[src/rtl/s_term_loopback_ctrl_if.sv]
// South-edge termination tile signal bundle: fabric wires, mode chain, monitor.
// Driver side is master; the termination tile is slave.
interface s_term_loopback_ctrl_if;
  logic [3:0]  S1END;
  logic [7:0]  S2MID;
  logic [7:0]  S2END;
  logic [15:0] S4END;
  logic [15:0] SS4END;
  logic [3:0]  N1BEG;
  logic [7:0]  N2BEG;
  logic [7:0]  N2BEGb;
  logic [15:0] N4BEG;
  logic [15:0] NN4BEG;
  logic        cfg_shift;
  logic        cfg_din;
  logic        cfg_dout;
  logic        cfg_load;
  logic        mon_clr;
  logic [15:0] mon_count;

  modport master (
    output S1END, S2MID, S2END, S4END, SS4END,
    output cfg_shift, cfg_din, cfg_load, mon_clr,
    input  N1BEG, N2BEG, N2BEGb, N4BEG, NN4BEG,
    input  cfg_dout, mon_count
  );

  modport slave (
    input  S1END, S2MID, S2END, S4END, SS4END,
    input  cfg_shift, cfg_din, cfg_load, mon_clr,
    output N1BEG, N2BEG, N2BEGb, N4BEG, NN4BEG,
    output cfg_dout, mon_count
  );
endinterface

[src/rtl/s_term_loopback_ctrl.sv]
// South termination switch matrix: reversed loopback with per-group mode chain.
// Optional activity monitor on S4END when S_TERM_ACT_MON_EN is defined.
module s_term_loopback_ctrl #(
  parameter int          NoConfigBits   = 10,
  parameter logic [1:0]  CFG_RESET_MODE = 2'b00
) (
  input  logic                   UserCLK,
  input  logic                   resetn,
  s_term_loopback_ctrl_if.slave  bus
);

  logic [NoConfigBits-1:0] chain_q;
  logic [NoConfigBits-1:0] active_mode;

  logic [3:0]  m1,  p1;
  logic [7:0]  m2,  p2;
  logic [7:0]  m2b, p2b;
  logic [15:0] m4,  p4;
  logic [15:0] mn4, pn4;

  always_comb begin
    m1  = '0;
    m2  = '0;
    m2b = '0;
    m4  = '0;
    mn4 = '0;
    for (int i = 0; i < 4; i++)
      m1[i] = bus.S1END[3-i];
    for (int i = 0; i < 8; i++) begin
      m2[i]  = bus.S2MID[7-i];
      m2b[i] = bus.S2END[7-i];
    end
    for (int i = 0; i < 16; i++) begin
      m4[i]  = bus.S4END[15-i];
      mn4[i] = bus.SS4END[15-i];
    end
  end

  // load reads the pre-shift chain when both strobes coincide
  always_ff @(posedge UserCLK or negedge resetn) begin
    if (!resetn) begin
      chain_q     <= '0;
      active_mode <= {5{CFG_RESET_MODE}};
    end else begin
      if (bus.cfg_load)
        active_mode <= chain_q;
      if (bus.cfg_shift)
        chain_q <= {chain_q[NoConfigBits-2:0], bus.cfg_din};
    end
  end

  assign bus.cfg_dout = chain_q[NoConfigBits-1];

  always_ff @(posedge UserCLK or negedge resetn) begin
    if (!resetn) begin
      p1  <= '0;
      p2  <= '0;
      p2b <= '0;
      p4  <= '0;
      pn4 <= '0;
    end else begin
      p1  <= m1;
      p2  <= m2;
      p2b <= m2b;
      p4  <= m4;
      pn4 <= mn4;
    end
  end

  always_comb begin
    bus.N1BEG = m1;
    unique case (active_mode[1:0])
      2'b00: bus.N1BEG = m1;
      2'b01: bus.N1BEG = p1;
      2'b10: bus.N1BEG = '0;
      2'b11: bus.N1BEG = '1;
    endcase
    bus.N2BEG = m2;
    unique case (active_mode[3:2])
      2'b00: bus.N2BEG = m2;
      2'b01: bus.N2BEG = p2;
      2'b10: bus.N2BEG = '0;
      2'b11: bus.N2BEG = '1;
    endcase
    bus.N2BEGb = m2b;
    unique case (active_mode[5:4])
      2'b00: bus.N2BEGb = m2b;
      2'b01: bus.N2BEGb = p2b;
      2'b10: bus.N2BEGb = '0;
      2'b11: bus.N2BEGb = '1;
    endcase
    bus.N4BEG = m4;
    unique case (active_mode[7:6])
      2'b00: bus.N4BEG = m4;
      2'b01: bus.N4BEG = p4;
      2'b10: bus.N4BEG = '0;
      2'b11: bus.N4BEG = '1;
    endcase
    bus.NN4BEG = mn4;
    unique case (active_mode[9:8])
      2'b00: bus.NN4BEG = mn4;
      2'b01: bus.NN4BEG = pn4;
      2'b10: bus.NN4BEG = '0;
      2'b11: bus.NN4BEG = '1;
    endcase
  end

`ifdef S_TERM_ACT_MON_EN
  logic [15:0] mon_q;

  // new sample differing from the held one means the registered S4END changes
  always_ff @(posedge UserCLK or negedge resetn) begin
    if (!resetn)
      mon_q <= '0;
    else if (bus.mon_clr)
      mon_q <= '0;
    else if (m4 != p4 && mon_q != 16'hFFFF)
      mon_q <= mon_q + 16'd1;
  end

  assign bus.mon_count = mon_q;
`else
  logic unused_mon_clr;
  assign unused_mon_clr = bus.mon_clr;
  assign bus.mon_count  = 16'h0000;
`endif

endmodule

[src/flat_wrapper.sv]
// flat-port wrapper written by rule: the top's interface ports become plain ports
module s_term_loopback_ctrl_flat 
#(
  parameter int          NoConfigBits   = 10,
  parameter logic [1:0]  CFG_RESET_MODE = 2'b00
)
  (UserCLK, resetn, bus_S1END, bus_S2MID, bus_S2END, bus_S4END, bus_SS4END, bus_cfg_shift, bus_cfg_din, bus_cfg_load, bus_mon_clr, bus_N1BEG, bus_N2BEG, bus_N2BEGb, bus_N4BEG, bus_NN4BEG, bus_cfg_dout, bus_mon_count);
  s_term_loopback_ctrl_if bus_i ();
  input  logic UserCLK;
  input  logic resetn;
  input wire logic [$bits(bus_i.S1END)-1:0] bus_S1END;
  input wire logic [$bits(bus_i.S2MID)-1:0] bus_S2MID;
  input wire logic [$bits(bus_i.S2END)-1:0] bus_S2END;
  input wire logic [$bits(bus_i.S4END)-1:0] bus_S4END;
  input wire logic [$bits(bus_i.SS4END)-1:0] bus_SS4END;
  input wire logic [$bits(bus_i.cfg_shift)-1:0] bus_cfg_shift;
  input wire logic [$bits(bus_i.cfg_din)-1:0] bus_cfg_din;
  input wire logic [$bits(bus_i.cfg_load)-1:0] bus_cfg_load;
  input wire logic [$bits(bus_i.mon_clr)-1:0] bus_mon_clr;
  output wire logic [$bits(bus_i.N1BEG)-1:0] bus_N1BEG;
  output wire logic [$bits(bus_i.N2BEG)-1:0] bus_N2BEG;
  output wire logic [$bits(bus_i.N2BEGb)-1:0] bus_N2BEGb;
  output wire logic [$bits(bus_i.N4BEG)-1:0] bus_N4BEG;
  output wire logic [$bits(bus_i.NN4BEG)-1:0] bus_NN4BEG;
  output wire logic [$bits(bus_i.cfg_dout)-1:0] bus_cfg_dout;
  output wire logic [$bits(bus_i.mon_count)-1:0] bus_mon_count;
  assign bus_i.S1END = bus_S1END;
  assign bus_i.S2MID = bus_S2MID;
  assign bus_i.S2END = bus_S2END;
  assign bus_i.S4END = bus_S4END;
  assign bus_i.SS4END = bus_SS4END;
  assign bus_i.cfg_shift = bus_cfg_shift;
  assign bus_i.cfg_din = bus_cfg_din;
  assign bus_i.cfg_load = bus_cfg_load;
  assign bus_i.mon_clr = bus_mon_clr;
  assign bus_N1BEG = bus_i.N1BEG;
  assign bus_N2BEG = bus_i.N2BEG;
  assign bus_N2BEGb = bus_i.N2BEGb;
  assign bus_N4BEG = bus_i.N4BEG;
  assign bus_NN4BEG = bus_i.NN4BEG;
  assign bus_cfg_dout = bus_i.cfg_dout;
  assign bus_mon_count = bus_i.mon_count;
  s_term_loopback_ctrl #(.NoConfigBits(NoConfigBits), .CFG_RESET_MODE(CFG_RESET_MODE)) u_core (.UserCLK(UserCLK), .resetn(resetn), .bus(bus_i));
endmodule
[config.mk]
export PLATFORM = sky130hd
export DESIGN_NAME = s_term_loopback_ctrl_flat
export DESIGN_NICKNAME = d
export VERILOG_FILES = /design/src/rtl/s_term_loopback_ctrl_if.sv /design/src/rtl/s_term_loopback_ctrl.sv /design/src/flat_wrapper.sv
export SDC_FILE = /design/constraint.sdc
export NUM_CORES = 1
export LEC_CHECK = 0
export CAP_MARGIN = 5
export CORE_MARGIN = 3
export CORE_UTILIZATION = 43
export CTS_CLUSTER_DIAMETER = 60
export DETAILED_ROUTE_END_ITERATION = 7
export PLACE_DENSITY = 0.8
export SLEW_MARGIN = 30
export SYNTH_ARGS = -nofsm -noshare
export SYNTH_HDL_FRONTEND = slang
export SYNTH_SLANG_ARGS = --single-unit
[constraint.sdc]
create_clock -name UserCLK -period 1.4 [get_ports UserCLK]
set_input_delay 0.28 -clock UserCLK [delete_from_list [all_inputs] [get_ports UserCLK]]
set_output_delay 0.28 -clock UserCLK [all_outputs]
set_load 0.05 [all_outputs]
### Yosys cells after proc, flatten, opt, wreduce, memory -nomap -nowiden

Cells that the tools add are included.

| cells by class | value |
|---|---|
| eq/ne operators | 15 |
| mux-type cells | 5 |
| reductions and logical operators | 5 |

Operator list:

| cell | number |
|---|---|
| 16-bit case mux with 4 select lines | 2 |
| 8-bit case mux with 4 select lines | 2 |
| 2-bit equality test (second input constant) | 10 |
| 4-bit case mux with 4 select lines | 1 |
| 2-bit by 1-bit equality test with 1-bit output (second input constant) | 5 |
| 2-bit logical NOT | 5 |

| storage, ports and cells | value |
|---|---|
| flip-flop bits (word level) | 72 |
| input port bits | 58 |
| output and inout bits | 69 |

### Logic depth before layout (Yosys ltp)

| logic depth | value |
|---|---|
| word-level depth | 2 |
| gate-level depth with buffers | 4 |
| gate-level depth less buffers | 2 |

### Least setup slack after synthesis

OpenSTA, ideal clock, no wires.

| timing | value |
|---|---|
| kind | register -> output |
| start point | reg u_core.active_mode[5] |
| end point | out bus_N2BEGb[0] |
| arrival time | 1.877 ns |
| required time | 1.120 ns |
| setup slack | -0.757 ns |
| stages on the path, launching flop included | 4 |
| path buffers | 1 |
| cell sequence | dfrtp_1 -> or2_1 -> buf_2 -> o21ai_0 |

| on the way | value |
|---|---|
| word-level cells in the longest chain between the ends | 2 |
| elaborated cells between the ends (all ways) | 5 |
| those cells by class | 3 x eq/ne; 1 x mux; 1 x reduce/logical |

RTL lines:

| what | line | source |
|---|---|---|
| start, declared | s_term_loopback_ctrl.sv:13 | `logic [NoConfigBits-1:0] active_mode;` |
| start signal, assigned | s_term_loopback_ctrl.sv:43 | `active_mode <= {5{CFG_RESET_MODE}};` |
| start signal, assigned | s_term_loopback_ctrl.sv:46 | `active_mode <= chain_q;` |
| 2-bit equality test (tied with other cells) | s_term_loopback_ctrl.sv:86 | `unique case (active_mode[5:4])` |
| 8-bit case mux with 4 select lines (*) | s_term_loopback_ctrl.sv:86 |  |
| end, declared | flat_wrapper.sv:22 | `output wire logic [$bits(bus_i.N2BEGb)-1:0] bus_N2BEGb;` |

Mark *: on every way between the ends. The rest lies on a longest branch, timed or not.

### Final worst setup path

| timing | value |
|---|---|
| start point | reg u_core.active_mode[8] |
| end point | out bus_NN4BEG[10] |

| on the way | value |
|---|---|
| word-level cells in the longest chain between the ends | 2 |
| elaborated cells between the ends (all ways) | 5 |
| those cells by class | 3 x eq/ne; 1 x mux; 1 x reduce/logical |

RTL lines:

| what | line | source |
|---|---|---|
| 2-bit equality test (tied with other cells) | s_term_loopback_ctrl.sv:100 | `unique case (active_mode[9:8])` |
| 16-bit case mux with 4 select lines (*) | s_term_loopback_ctrl.sv:100 |  |
| end, declared | flat_wrapper.sv:24 | `output wire logic [$bits(bus_i.NN4BEG)-1:0] bus_NN4BEG;` |

Marked as above.

==> impl_metrics.toml <==
[sta]
final-hold-violation-count = 0
finalCritPeriodShare_pct = 125
fmax_mhz = 571
finalSetupViolCount = 52
fin_skew_ns = 0.00593
fin_crit_ns = 1.75
hold_ws_ns = 0.379
fin_ws_ns = -0.352
slew_viol_final = 0
rsz0062_at_grt = "yes"

[floorplanning]
die-area_um2 = 8280
die_h_um = 91.0
start_util_pct = 45.0
die_w_um = 91.0
core_area_um2 = 6910
pin_count = 127
rows = 30

[synthesis]
synthCells = 283
seq_area_frac_synth_pct = 58.0
yosysWarnings = 0
netlist_area_um2 = 3110
avgSynthCellArea_um2 = 11.0
synth.distinct_cells = 15
synth-seq-cells = 72

[clocking]
clkSinkCount = 72
cts_tree = "built"
worstSkewPairLatency_ns = 0.32
clk_pin_slew_ns = 0.08
cts_max_level = 3
clk_path_buf_depth = 2
root_buffer = "clkbuf_8"
cts_buffers = 9

[detailed_routing]
dr.pass1.iters = 4
dr_total_vias = 2452
drc = 0
wirelength_mm = 7.88
drt_iter0_drc = 45
via_per_inst = 4.75
wl_per_cell_um = 15.3
ant_nets = 0

[placement]
globalplace.congestion = 0.689
portBuffers = 109
hpwl_mm = 5.45

[finish]
areaGrowthSynthToFinish_pct = 77.4
n_antenna_cell = 0
seq_area_um2 = 1800
multi_input_area_um2 = 1460
fin_util_pct = 79.8
drive_gt1_share_pct = 42.4
fillers = 415
fin_nets = 473

[setup_path]
r2r_start = "u_core.active_mode[9]"
reg2reg_to = "u_core.active_mode[9]"
rr_worst_depth = 3
critPathArrivalTime_ns = 1.47
end_kind = "primary output"
worstPathMaxFanout = 8
required_ns = 1.12
startpoint_type = "flip-flop"
timing.critical_path.cells = "or2_4 -> buf_16 -> o21ai_4 -> buf_6"
critPathKind = "flip-flop to primary output"
reg2reg_slack_ns = 0.29
critPathMaxStageDelay_ns = 0.39
slowest_stage = "dfrtp_1"

[grt]
grt_overflow = 0
grt_pass1_wl_mm = 12.9
grt_max_degree = 53
antenna_found_initial = 0
track_usage_pct = 19.3
grt_pass1_vias = 2640

[flow_run]
max_cap_violations = 0

[status]
failed_checks = "negative setup slack"
status = "finished with violations"

[pwr]
leakagePower_nw = 2.43
max-vdd-ir-drop_v = 0.00168
power-per-cell-area_nw_per_um2 = 2470

[min_path]
worstHoldPathType = "input port to async pin"
-- worst max-delay path by stage --
stage / cells past startpoint / start / endpoint
finish: 4 / u_core.active_mode[8] / bus_NN4BEG[10]
floorplan: 4 / u_core.active_mode[7] / bus_N4BEG[0]
global route: 4 / u_core.active_mode[6] / bus_N4BEG[15]
detailed placement: 4 / bus_S4END[3] / bus_N4BEG[12]
global placement: 4 / bus_S4END[6] / bus_N4BEG[9]
CTS: 4 / u_core.active_mode[7] / bus_N4BEG[1]
-- registers in the layout (all words and copies together) (netlist names) --
| name | flops |
|---|---|
| u_core.p4 | 16 |
| u_core.pn4 | 16 |
| u_core.active_mode | 10 |
| u_core.chain_q | 10 |
| u_core.p2 | 8 |
| u_core.p2b | 8 |
| u_core.p1 | 4 |
-- Yosys cell counts --
cell type	instances	area share, %
o21ai_2	28	7.9
clkbuf_2	1	0.16
or2_1	4	0.81
inv_1	52	6.3
o21ai_1	2	0.32
clkbuf_1	4	0.48
mux2_2	20	7.3
buf_4	16	3.9
conb_1	1	0.12
o21ai_0	74	12
dfrtp_1	72	58
buf_6	2	0.73
buf_2	4	0.64
buf_12	2	1.3
or2_2	1	0.20
-- metrics by stage --
step | instance area [um2] | std cells | total power, mW | setup WS (ns) | TNS (ns)
finish | 5510 | 516 | 13.6 | -0.352 | -16.17
global route | 5510 | 516 | 14.1 | -0.406 | -19.02
CTS | 5480 | 518 | 13.6 | -0.376 | -17.99
detailed placement | 5050 | 499 | 11.0 | -0.0915 | -2.14
global placement | 5050 | 499 | 10.8 | -0.0542 | -1.08
floorplan | 3580 | 298 | 7.80 | -0.145 | -5.07
-- power by group --
group          internal (mW)  total [mW]  switching, mW
Sequential              2.35        2.52          0.172
Combinational           3.96        9.30           5.34
Clock                   1.05        1.78          0.722
-- area by class of cell --
class	count	area share [%]
tap	96	2.18
clock inverter	3	1.18
multi-input combinational	145	26.5
timing repair buffer	135	31.2
clock buffer	13	2.70
inverter	52	3.54
sequential	72	32.7
-- what timing repair did --
action                                 CTS  global route
hold buffers                             1             0
gates cloned                             2             0
pin swaps                                7             4
gates resized for setup                 77            22
buffers inserted                         1             0
setup endpoints to repair               52            52
endpoints found under the hold margin   20             0
-- cells in the final DEF, fill, tap and decap left out, types with 3 or more instances in the layout --
master,count
buf_12,34
buf_4,21
buf_6,18
buf_8,4
clkbuf_1,3
clkbuf_8,10
clkdlybuf4s50_1,55
conb_1,16
dfrtp_1,72
inv_1,52
mux2_2,20
o21ai_0,5
o21ai_1,38
o21ai_2,10
o21ai_4,51
or2_4,5
-- critical path, delay by kind of cell, from the launching register on --
family / cells / cell delay (ns)
AO/OA/AOI/OAI: 1 / 0.13
buffers and inverters: 2 / 0.34
flip-flops: 1 / 0.39
AND/OR/NAND/NOR: 1 / 0.29
-- kinds of logic (layout without fill, tap and decap cells) --
group	count (synthesis)	count (layout)	synth area share [%]
AOI/OAI and AO/OA	104	104	20.1
buffers and inverters	81	203	13.5
DFF	72	72	58.0
muxes	20	20	7.25
other	1	16	0.121
and+or+nand+nor	5	5	1.01
-- routing by layer --
layer  share of wire (%)  vias to the layer above  track usage [%]
met5                   0                        -                0
met4                0.67                        0             4.90
met3                 5.4                        4             4.23
met2                  55                       84             35.9
met1                  39                     1210             22.5
li1                    -                     1154                -
Power figures use the tool's default switching activity.
